**src/rtl/comparator_2.sv**
```systemverilog
`default_nettype none
// ============================================================================
// Module   : comparator_2
// Brief    : Pipelined soft-threshold blend-weight generator for the CFA
//            demosaic datapath. Maps an activity metric onto a 0..FS weight:
//            0 at or below blend_th0, FS at or above blend_th1, and a linear
//            ramp in between, computed by a restoring divider.
// Ports    : clk        - system clock, rising edge
//            rst_n      - asynchronous active-low reset
//            in_valid   - a / blend_th0 / blend_th1 hold a sample this cycle
//            a          - unsigned metric
//            blend_th0  - lower threshold
//            blend_th1  - upper threshold
//            out_valid  - out holds a result this cycle
//            out        - unsigned blend weight
// Latency  : W+2 register stages (1 front end, W divider, 1 output mux)
// Revision : 1.0 - initial release
// ============================================================================
module comparator_2 #(
    parameter int W = 8
) (
    input  logic         clk,
    input  logic         rst_n,
    input  logic         in_valid,
    input  logic [W-1:0] a,
    input  logic [W-1:0] blend_th0,
    input  logic [W-1:0] blend_th1,
    output logic         out_valid,
    output logic [W-1:0] out
);

    localparam logic [W-1:0] c_FS  = {W{1'b1}};
    localparam logic [W-1:0] c_ONE = {{(W-1){1'b0}}, 1'b1};

    // ---------------------------------------------------------------- front end
    logic           w_lo;
    logic           w_hi;
    logic           w_ramp;
    logic [W-1:0]   w_diff;
    logic [2*W-1:0] w_num;
    logic [W-1:0]   w_den;

    // The a <= th0 test takes priority, so with th1 <= th0 any a above th0
    // also satisfies a >= th1 and the ramp is empty: a hard threshold falls
    // out naturally.
    assign w_lo   = (a <= blend_th0);
    assign w_hi   = (a >= blend_th1);
    assign w_ramp = !w_lo && !w_hi;
    assign w_diff = a - blend_th0;

    // (a - th0) * (2^W - 1) as a shift-and-subtract. Outside the ramp the
    // divider is fed 0 / 1 so it never sees a zero divisor.
    assign w_num = w_ramp ? ({w_diff, {W{1'b0}}} - {{W{1'b0}}, w_diff}) : '0;
    assign w_den = w_ramp ? (blend_th1 - blend_th0) : c_ONE;

    // ---------------------------------------------------------- pipeline state
    // Index 0 is the front-end stage; index s (1..W) is divider stage s,
    // which resolves quotient bit W-s.
    logic           r_vld [0:W];
    logic           r_lo  [0:W];
    logic           r_hi  [0:W];
    logic [2*W-1:0] r_rem [0:W-1];
    logic [W-1:0]   r_den [0:W-1];
    logic [W-1:0]   r_quo [1:W];
    logic           r_out_vld;
    logic [W-1:0]   r_out;

    logic [W-1:0]   w_q_nxt   [1:W];
    logic [2*W-1:0] w_rem_nxt [1:W-1];

    // Restoring division: because a - th0 < D the numerator is below D*2^W,
    // so subtracting D<<b from MSB to LSB yields a W-bit quotient exactly.
    for (genvar s = 1; s <= W; s++) begin : g_div
        localparam int c_B = W - s;
        logic [2*W-1:0] w_dsh;
        logic           w_ge;

        assign w_dsh = {{W{1'b0}}, r_den[s-1]} << c_B;
        assign w_ge  = (r_rem[s-1] >= w_dsh);

        if (s == 1) begin : g_first
            assign w_q_nxt[s] = {{(W-1){1'b0}}, w_ge} << c_B;
        end else begin : g_rest
            assign w_q_nxt[s] = r_quo[s-1] | ({{(W-1){1'b0}}, w_ge} << c_B);
        end

        if (s < W) begin : g_rem
            assign w_rem_nxt[s] = w_ge ? (r_rem[s-1] - w_dsh) : r_rem[s-1];
        end
    end

    // Valid bits always advance; data registers load only with a valid
    // sample so the output holds its last value across bubbles.
    always_ff @(posedge clk or negedge rst_n) begin
        if (!rst_n) begin
            for (int s = 0; s <= W; s++) begin
                r_vld[s] <= 1'b0;
                r_lo[s]  <= 1'b0;
                r_hi[s]  <= 1'b0;
            end
            for (int s = 0; s < W; s++) begin
                r_rem[s] <= '0;
                r_den[s] <= '0;
            end
            for (int s = 1; s <= W; s++) begin
                r_quo[s] <= '0;
            end
            r_out_vld <= 1'b0;
            r_out     <= '0;
        end else begin
            r_vld[0] <= in_valid;
            if (in_valid) begin
                r_lo[0]  <= w_lo;
                r_hi[0]  <= w_hi;
                r_rem[0] <= w_num;
                r_den[0] <= w_den;
            end

            for (int s = 1; s <= W; s++) begin
                r_vld[s] <= r_vld[s-1];
                if (r_vld[s-1]) begin
                    r_lo[s]  <= r_lo[s-1];
                    r_hi[s]  <= r_hi[s-1];
                    r_quo[s] <= w_q_nxt[s];
                end
            end

            for (int s = 1; s < W; s++) begin
                if (r_vld[s-1]) begin
                    r_rem[s] <= w_rem_nxt[s];
                    r_den[s] <= r_den[s-1];
                end
            end

            r_out_vld <= r_vld[W];
            if (r_vld[W]) begin
                r_out <= r_lo[W] ? '0 : (r_hi[W] ? c_FS : r_quo[W]);
            end
        end
    end

    assign out_valid = r_out_vld;
    assign out       = r_out;

endmodule
`default_nettype wire

```
**config.mk**
```make
export PLATFORM = sky130hd
export DESIGN_NAME = comparator_2
export DESIGN_NICKNAME = d
export VERILOG_FILES = /design/src/rtl/comparator_2.sv
export SDC_FILE = /design/constraint.sdc
export NUM_CORES = 1
export LEC_CHECK = 0
export BUFFER_PORTS_ARGS = -buffer_cell sky130_fd_sc_hd__buf_2
export CORE_AREA = 2 2 175 194
export DETAILED_ROUTE_END_ITERATION = 10
export DIE_AREA = 0 0 177 196
export GPL_TIMING_DRIVEN = 0
export PLACE_DENSITY = 0.67
export SYNTH_ARGS = -nofsm -noshare
export SYNTH_HDL_FRONTEND = slang
export SYNTH_SLANG_ARGS = --single-unit
export TNS_END_PERCENT = 30
```
**constraint.sdc**
```tcl
create_clock -name clk -period 2.8 [get_ports clk]
set_clock_uncertainty 0.2 [all_clocks]
set_input_delay 0.28 -clock clk [delete_from_list [all_inputs] [get_ports clk]]
set_output_delay 0.28 -clock clk [all_outputs]
set_load 0.02 [all_outputs]
```
==> run_results.csv, run 1 <==
group,metric,value,unit
finish,seq_area,6610,µm²
power_and_ir_drop,internal_power,10100,µW
finish,mostFrequentLayoutCell,"dfrtp_1",
routing,ant_nets,0,
placement,gp_congestion,0.891,
clocking,clkTransAtPathRegs,60,ps
power_and_ir_drop,p_leak,0.00702,µW
flow_run,maxCapViolCount,0,
routing,route.final.wire_length,32700,µm
finish,final_nets,1680,
clocking,h-tree-depth,1,
sta,finalCriticalPeriod,2680,ps
die,num_rows,70,
placement,port-buffer-count,35,
die,ioPinCount,36,
setup_path,cp_cell_sequence,"ha_1 > fa_2 > nor2b_1 > o21ai_1 > a21boi_2 > o41ai_4 > buf_4 > a2111oi_4 > xnor2_1 > a21oi_1",
sta,fin_setup_tns,0,ps
logic_synthesis,syn_avg_cell_area,9.87,µm²
die,die_h,196,µm
power_and_ir_drop,p_comb_share,40.6,%
routing,num_vias,10900,
finish,final_cell_mix,"dfrtp_1 (264), nor2_1 (154), a21oi_1 (122)",
setup_path,endpoint_kind,"register",
logic_synthesis,async_flop_share,100,%
logic_synthesis,yosys.cell_types.count,80,
clocking,cts_root_buf,"clkbuf_16",
power_and_ir_drop,ir_worst_vdd,0.483,mV
logic_synthesis,ys.flop_type,"dfrtp_1",
power_and_ir_drop,switching_share,37.4,%
setup_path,critPathKind,"register to register",
logic_synthesis,syn_nets,1603,
sta,fmax,372,MHz
worst_hold_path,hp-class,"input pin to register",
setup_path,critPathMaxStageDelay,400,ps
placement,dp_hpwl,24800,µm
global_routing,grt_max_degree,124,
logic_synthesis,synth_area,14600,µm²
routing,firstDrtPassIters,5,
setup_path,critPathSlowestCell,"dfrtp_1",
die,die-area,34700,µm²
logic_synthesis,yosys.area.top_type,"dfrtp_1",
logic_synthesis,synth_edf_count,0,
logic_synthesis,synth-warning-count,0,
sta,setup_viol_count_final,0,
power_and_ir_drop,powerDensity,977,nW/µm²
finish,multi_input_area,7470,µm²
sta,final_max_slew_viol_count,0,
logic_synthesis,yosysSeqAreaShare,45.3,%
sta,hold_viol,0,
routing,wl_met2,17100,µm
finish,design_area,16500,µm²
routing,wl_per_cell,16.3,µm
global_routing,grt_overflow,0,
setup_path,cp_data_required_time,3000,ps
sta,rsz0062_at_grt,"yes",
sta,worstMarginPinSlew,763,ps
global_routing,antenna_found_initial,0,
finish,fill_cells,3004,
clocking,cts.path.max_buffers,3,
logic_synthesis,ys_top_cells_by_area,"dfrtp_1 (45%), ha_1 (7.7%), mux2_2 (6.6%)",
placement,dpl_cell_area,15400,µm²
clocking,cts.sinks,264,
status,outcome,"finished, final reports clean",
routing,drc,0,
routing,avgViaCountPerCell,5.42,
finish,areaGrowthSynthToFinish,13.2,%
die,core-area,32800,µm²
global_routing,grt_usage,19.0,%
die,die_x,177,µm
routing,highest_layer,"met4",
setup_path,cp-start-kind,"register",
finish,diodes,0,
sta,relSlewSlack,48.3,%
finish,drive_gt1_share,14.3,%
power_and_ir_drop,p_seq_share,36.4,%
logic_synthesis,ys_ff_latch,264,
clocking,cts_tree,"done",
global_routing,grt_pass1_wl,54600,µm
setup_path,cp_max_fo,5,
routing,wl_met3,711,µm
global_routing,grt_pass1_vias,10900,
routing,drt-initial-drc-count,581,
power_and_ir_drop,switchingPower,6040,µW
power_and_ir_drop,p_clk_share,23.0,%
setup_path,crit_arrival,2890,ps
logic_synthesis,synth_top_area_share,45.3,%
sta,post-route-period-util,95.9,%
routing,wl_met1,14100,µm
clocking,cts_buffers,28,
clocking,clk_latency,540,ps
sta,whs,3.96,ps
logic_synthesis,synthCells,1477,
die,initial_core_util,44.4,%
==> through the flow <==
stage / setup slack, ps / total power [µW] / utilization, % / cells
final: 115 / 16100 / 50.3 / 2007
after global routing: -62.1 / 17300 / 50.3 / 2007
after CTS: 4.44 / 16100 / 49.9 / 2003
after detailed placement: -194 / 12200 / 46.8 / 1946
after global placement: -3500 / 12000 / 46.6 / 1944
after floorplan: 154 / 10600 / - / 1477
==> registers in the layout (all words and copies together), names as in the netlist <==
signal / flops
r_quo: 36
g_div.w_dsh: 64
r_lo: 9
out_valid: 1
r_hi: 9
r_vld: 9
r_rem: 128
out: 8
==> power groups by stage <==
stage | combinational (µW) | clock, µW | sequential [µW]
6_report | 6550 | 3720 | 5870
5_1_grt | 7390 | 3940 | 6010
4_1_cts | 6410 | 3790 | 5860
3_5_place_dp | 6290 | 0 | 5920
3_3_place_gp | 6120 | 0 | 5870
2_1_floorplan | 4960 | 0 | 5620
==> kinds of logic (layout without fill, tap and decap cells) <==
kind of cell | Yosys count | count (layout) | share of synthesized area [%]
buffers and inverters | 166 | 264 | 4.31
xor gates and xnor gates | 56 | 56 | 3.36
adders and majority gates | 99 | 99 | 8.96
muxes | 109 | 109 | 8.28
AOI/OAI and AO/OA | 373 | 373 | 16.0
and+or+nand+nor | 410 | 410 | 13.8
DFF | 264 | 264 | 45.3
==> repair_timing <==
item / CTS / global route
hold buffers: 6 / 0
setup endpoints to repair: 28 / 44
pin swaps: 1 / 6
buffers inserted: 0 / 4
endpoints found under the hold margin: 75 / 0
gates resized for setup: 10 / 27
==> cell usage after synthesis, types with 5 or more instances <==
master    number
dfrtp_1      264
nor2_1       154
a21oi_1      126
inv_1        112
nand2_1      107
o21ai_0       91
ha_1          90
mux2_2        85
clkbuf_1      47
xnor2_1       31
xor2_1        25
mux2i_1       22
o21a_1        22
nand2b_1      21
a21o_1        20
nand3_1       19
nor2b_1       19
nor3_1        18
a31oi_1       15
o22ai_1       10
a21boi_0       9
fa_1           9
nor4_1         8
o31a_1         8
or2_2          8
or3_1          8
a211oi_1       7
nand4b_1       7
nand4_1        6
o211ai_1       6
o21ai_1        5
==> critical path: cells and delay by family (launching register included) <==
kind	cells	cell delay, ps
AO/OA/AOI/OAI	5	900
adder cells (fa/ha/maj)	2	580
flip-flops	1	400
buffers and inverters	1	190
XOR/XNOR	1	170
AND/OR/NAND/NOR	1	120
==> routing by layer <==
metal  GRT usage [%]  up-vias
li1                -     5350
met1            23.5     5319
met2            35.2      146
met3            1.96       57
met4            4.93        0
met5               0        -
==> worst paths after layout <==
path                                   startpoint                 to  slack (ps)  cells after the start
worst max-delay path            g_div[4].w_dsh[4]          r_rem[61]         120                     10
worst min-delay path                 blend_th1[1]  g_div[1].w_dsh[8]           4                      4
max in group asynchronous                   rst_n           r_rem[5]        1310                      3
worst min register to register           r_vld[3]           r_vld[2]         160                      0
worst max register to register  g_div[4].w_dsh[4]          r_rem[61]         120                     10
min in group asynchronous                   rst_n          r_rem[45]         100                      2
==> layout make-up <==
type | instances | area share (%)
clock buffers | 37 | 4.88
repair buffers | 47 | 2.00
flip-flops and latches | 264 | 40.0
well taps | 432 | 3.27
inverters | 112 | 2.55
clock inverters | 14 | 0.758
plain buffers | 54 | 1.30
multi-input cells | 1047 | 45.2
(Power assumes the default switching activity.)
==> run 2, diff against run 1 <==
==> constraint.sdc (replaced) <==
create_clock -name clk -period 2.8 [get_ports clk]
set_clock_uncertainty 0.2 [all_clocks]
set_input_delay 0.56 -clock clk [delete_from_list [all_inputs] [get_ports clk]]
set_output_delay 0.56 -clock clk [all_outputs]
set_load 0.02 [all_outputs]
==> run 2 against run 1 <==
- die area unchanged
- clock power increased by 5%
- final area increased by 0.11%
- setup slack got worse by 89 ps
- global-route usage increased by 0.14 points
- core utilization increased by 0.057 points
- worst hold slack improved by 58 ps
- first-iteration DRC count decreased by 2.6%
- maximum frequency decreased by 3.2%
- total power increased by 0.88%
- highest routed layer unchanged
==> run_results.csv, run 2 (same netlist as run 1, synthesis figures left out) <==
group,metric,value,unit
status,outcome,"finished, final reports clean",
setup_path,cp-start-kind,"register",
sta,setup_viol_count_final,0,
finish,areaGrowthSynthToFinish,13.4,%
setup_path,endpoint_kind,"register",
routing,drt-initial-drc-count,566,
power_and_ir_drop,ir_worst_vdd,0.544,mV
clocking,clk_latency,540,ps
power_and_ir_drop,internal_power,10300,µW
setup_path,ff2ff_path_depth,9,
power_and_ir_drop,p_leak,0.00704,µW
power_and_ir_drop,p_clk_share,24.1,%
global_routing,grt_use_met1,24.2,%
power_and_ir_drop,switching_share,36.8,%
setup_path,critPathMaxStageDelay,410,ps
finish,largest_register_ffs,128,
finish,utilization,50.3,%
setup_path,critPathTopFamily,"simple AND/OR/NAND/NOR gates",
finish,diodes,0,
die,die-area,34700,µm²
setup_path,path_buf_inv,1,
routing,firstDrtPassIters,5,
die,die_x,177,µm
clocking,cts.sinks,264,
clocking,clkTransAtPathRegs,60,ps
setup_path,r2r_slack,30,ps
sta,fmax,361,MHz
global_routing,grt_pass1_vias,11300,
sta,relSlewSlack,56.5,%
clocking,cts_root_buf,"clkbuf_16",
placement,post-place-cells,1946,
finish,final_nets,1677,
global_routing,grt_usage,19.2,%
sta,rsz0062_at_grt,"yes",
clocking,cts_tree,"done",
finish,final_cells,2005,
power_and_ir_drop,powerDensity,985,nW/µm²
finish,mostFrequentLayoutCell,"dfrtp_1",
power_and_ir_drop,p_seq_share,35.9,%
die,num_rows,70,
routing,wl_per_cell,16.2,µm
global_routing,grt_max_degree,115,
global_routing,grt_pass1_wl,55300,µm
setup_path,cp_cell_sequence,"ha_1 > and4b_1 > nand3_1 > a21oi_1 > nor3_4 > buf_4 > nor4b_1 > xnor2_1 > a21oi_1",
power_and_ir_drop,power,16300,µW
sta,fin_setup_tns,0,ps
die,core-area,32800,µm²
worst_hold_path,hp-class,"input pin to register",
sta,post-route-period-util,99.1,%
global_routing,grt_use_met3,2.13,%
die,initial_core_util,44.4,%
worst_hold_path,holdPathStages,1,
sta,setup_slack,26.4,ps
global_routing,busiest_layer,"met2",
global_routing,grtUsageMet2,34.6,%
global_routing,antenna_found_initial,0,
finish,final_cell_mix,"dfrtp_1 (264), nor2_1 (154), a21oi_1 (123)",
routing,num_vias,10900,
sta,finalCriticalPeriod,2770,ps
placement,dp_hpwl,24700,µm
die,die_h,196,µm
placement,port-buffer-count,35,
setup_path,critPathSlowestCell,"dfrtp_1",
routing,avgViaCountPerCell,5.42,
routing,ant_nets,0,
placement,post-place-ws,-427,ps
setup_path,critPathKind,"register to register",
power_and_ir_drop,switchingPower,5990,µW
global_routing,grt_overflow,0,
finish,drive_gt1_share,14.7,%
sta,worstMarginPinSlew,648,ps
clocking,cts_buffers,28,
routing,drc,0,
clocking,h-tree-depth,1,
setup_path,crit_cells,9,
setup_path,cp_max_fo,6,
routing,route.final.wire_length,32500,µm
sta,final_max_slew_viol_count,0,
setup_path,cpMostUsedCell,"a21oi_1",
die,ioPinCount,36,
placement,gp_congestion,0.870,
clocking,cts.path.max_buffers,3,
flow_run,maxCapViolCount,0,
setup_path,cp_data_required_time,3010,ps
sta,hold_viol,0,
finish,top_register,"r_rem",
setup_path,crit_arrival,2980,ps
power_and_ir_drop,p_comb_share,40.0,%
==> run 2: cell types whose count changed in the layout (fill, tap and decap cells not counted), moves of 3 or more <==
cell           delta
dlygate4sd3_1     -5
clkinv_2          -4
o21ai_1           +3
clkbuf_8          +4
o21ai_2           -3
==> run 2: worst reg2reg max path, cell delays in order, from the launching register on <==
cell and delay [ps]:
dfrtp_1 410, ha_1 390, and4b_1 260, nand3_1 110, a21oi_1 300, nor3_4 100, buf_4 170, nor4b_1 400
xnor2_1 200, a21oi_1 100
==> run 2: through the flow <==
stage,hold slack [ps],cell area (µm²)
6_report,61.7,16500
5_1_grt,48.6,16500
4_1_cts,49.8,16400
3_5_place_dp,159,15400
3_3_place_gp,155,15300
2_1_floorplan,64.4,14600
==> run 2: layer usage <==
layer,part of all wire (%),vias up
met5,0,-
met4,2.6,0
met3,2.7,58
met2,52,161
met1,43,5311
li1,-,5335
==> run 2: path summary, 6_finish.rpt <==
kind / startpoint / end
max in group asynchronous: rst_n / g_div[1].w_dsh[13]
min reg2reg: r_vld[3] / r_vld[2]
max: r_rem[57] / r_rem[47]
min in group asynchronous: rst_n / r_rem[46]
min: in_valid / r_vld[8]
max reg2reg: r_rem[57] / r_rem[47]
==> run 2: power by group through the flow <==
stage / registers, µW / clock network (µW) / logic, µW
floorplan: 5620 / 0 / 4960
global placement: 5860 / 0 / 6120
detailed placement: 5910 / 0 / 6300
CTS: 5840 / 3990 / 6410
global route: 6010 / 4160 / 7350
finish: 5850 / 3920 / 6510
==> run 2: cell type report <==
type / count / area [µm²]
fillers: 3000 / 16300
clock buffers: 41 / 861
multi-input cells: 1047 / 7450
well taps: 432 / 541
plain buffers: 54 / 215
clock inverters: 11 / 135
repair buffers: 44 / 295
inverters: 112 / 420
flip-flops and latches: 264 / 6610
==> run 2: repair_timing <==
action                                  in CTS  in global routing
hold buffers                                 1                  0
gates resized for setup                      8                 27
setup buffers                                2                  4
pin swaps                                    2                  7
hold endpoints to repair                    62                  0
endpoints found under the setup margin      21                 55
==> run 3, diff against run 2 <==
Settings changed: REMOVE_ABC_BUFFERS set to 1.
==> run 3 against run 2 <==
- clock power down 10%
- final area down 1.2%
- via count down 3.8%
- sequential share of layout area up 0.55 points
- non-clock buffer count down 45
- critical endpoint is now r_rem[86]
==> run_results.csv, run 3 (same netlist as run 1, synthesis figures left out) <==
group,metric,value,unit
status,outcome,"finished, final reports clean",
finish,drive_gt1_share,15.0,%
clocking,clkTransAtPathRegs,60,ps
die,ioPinCount,36,
routing,wl_per_cell,14.7,µm
power_and_ir_drop,switchingPower,5810,µW
setup_path,cp-start-kind,"register",
worst_hold_path,holdPathEnd,"r_vld[8]",
power_and_ir_drop,p_leak,0.00696,µW
sta,rsz0062_at_grt,"yes",
finish,fill_cells,2975,
clocking,clk_latency,540,ps
finish,mostFrequentLayoutCell,"dfrtp_1",
global_routing,grt_overflow,0,
finish,largest_register_ffs,128,
placement,port-buffer-count,35,
setup_path,cpMostUsedCell,"inv_1",
clocking,cts.path.max_buffers,3,
power_and_ir_drop,p_comb_share,40.7,%
routing,avgViaCountPerCell,5.34,
power_and_ir_drop,p_seq_share,37.1,%
clocking,cts_buffers,28,
setup_path,cp_cell_sequence,"inv_1 > ha_1 > fa_2 > inv_1 > a41oi_1 > o311ai_2 > a21oi_4 > clkbuf_4 > nand2_1 > o21ai_0 > mux2_2",
sta,fin_setup_tns,0,ps
routing,route.final.wire_length,28800,µm
die,die-area,34700,µm²
die,core-area,32800,µm²
setup_path,crit_arrival,2950,ps
routing,ant_nets,0,
setup_path,critPathMaxStageDelay,410,ps
clocking,h-tree-depth,1,
worst_hold_path,holdPathStages,1,
sta,finalCriticalPeriod,2730,ps
setup_path,critPathSlowestCell,"fa_2",
finish,design_area,16300,µm²
sta,final_max_slew_viol_count,0,
die,die_x,177,µm
sta,hold_viol,0,
die,num_rows,70,
power_and_ir_drop,ir_worst_vdd,0.589,mV
placement,dpl_cell_area,15200,µm²
global_routing,grt_max_degree,103,
worst_hold_path,min_from,"in_valid",
power_and_ir_drop,p_clk_share,22.2,%
finish,final_nets,1632,
clocking,cts_tree,"done",
routing,drt-initial-drc-count,454,
sta,worstMarginPinSlew,908,ps
power_and_ir_drop,switching_share,36.8,%
finish,areaGrowthSynthToFinish,11.9,%
global_routing,grt_usage,16.7,%
setup_path,cp_data_required_time,3020,ps
finish,seq_area,6610,µm²
global_routing,grt_pass1_vias,10400,
placement,post-place-ws,-691,ps
clocking,cts_root_buf,"clkbuf_16",
finish,multi_input_area,7480,µm²
setup_path,cp_max_fo,8,
worst_hold_path,hp-class,"input pin to register",
setup_path,path_buf_inv,3,
routing,num_vias,10500,
finish,top_register,"r_rem",
sta,fmax,366,MHz
global_routing,antenna_found_initial,0,
power_and_ir_drop,internal_power,10000,µW
power_and_ir_drop,powerDensity,969,nW/µm²
setup_path,critPathKind,"register to register",
routing,drc,0,
global_routing,grt_pass1_wl,48900,µm
finish,diodes,0,
setup_path,endpoint_kind,"register",
placement,dp_hpwl,20900,µm
sta,post-route-period-util,97.5,%
setup_path,rr_startpoint,"r_rem[102]",
die,die_h,196,µm
finish,final_cell_mix,"dfrtp_1 (258), nor2_1 (154), a21oi_1 (122)",
setup_path,ff2ff_path_depth,11,
clocking,cts.sinks,264,
sta,setup_slack,69.7,ps
setup_path,r2r_slack,70,ps
routing,firstDrtPassIters,5,
setup_path,reg2reg_to,"r_rem[86]",
placement,gp_congestion,0.910,
sta,setup_viol_count_final,0,
die,initial_core_util,44.4,%
setup_path,critPathTopFamily,"compound AO/OA/AOI/OAI gates",
setup_path,crit_start,"r_rem[102]",
sta,relSlewSlack,38.5,%
flow_run,maxCapViolCount,0,
==> run 3: cell types whose count changed in the layout (fill, tap and decap cells not counted), sizes merged <==
cell      previous run  this run
bufinv               3         0
clkbuf              87        47
clkinv               6         4
clkinvlp             2         0
==> run 3: area by class of cell <==
cell class,count,share of cell area [%]
Tap cell,432,3.31
Clock inverter,4,0.123
Multi-Input combinational cell,1047,45.9
Clock buffer,46,5.27
Sequential cell,264,40.5
Timing Repair Buffer,53,2.35
Inverter,112,2.58
==> run 3: how the worst max path moves through the flow <==
stage / to / slack (ps) / cells after the start
after global routing: r_rem[86] / -90 / 11
after floorplan: r_rem[122] / -130 / 10
final: r_rem[86] / 70 / 11
after detailed placement: r_rem[89] / -690 / 10
after CTS: r_rem[46] / -40 / 9
after global placement: r_hi[8] / -3740 / 1
==> run 3: routing by layer <==
metal,vias to the layer above,track usage (%),wire [µm]
li1,5258,-,-
met1,4984,19.6,12200
met2,154,31.4,15000
met3,60,2.02,802
met4,0,5.39,753
met5,-,0,0
==> run 3: power groups by stage <==
stage                     clock [µW]  combinational (µW)  sequential [µW]
final                           3510                6430             5870
after global routing            3790                7250             6040
after CTS                       3610                6330             5860
after detailed placement           0                6120             5920
after global placement             0                5910             5890
after floorplan                    0                4840             5700
==> run 3: what timing repair did <==
| action | 4_1_cts | 5_1_grt |
|---|---|---|
| resized for setup | 15 | 22 |
| pin swaps | 3 | 7 |
| endpoints found under the hold margin | 69 | 0 |
| setup endpoints to repair | 31 | 51 |
| buffers inserted | 5 | 9 |
| hold buffers | 1 | 0 |
==> run 3: metrics by stage <==
stage	instances	total power (µW)	hold slack [ps]	utilization (%)
floorplan	1423	10500	64.4	-
global placement	1890	11800	262	45.9
detailed placement	1893	12000	262	46.3
CTS	1949	15800	112	49.3
global route	1958	17100	112	49.7
finish	1958	15800	142	49.7
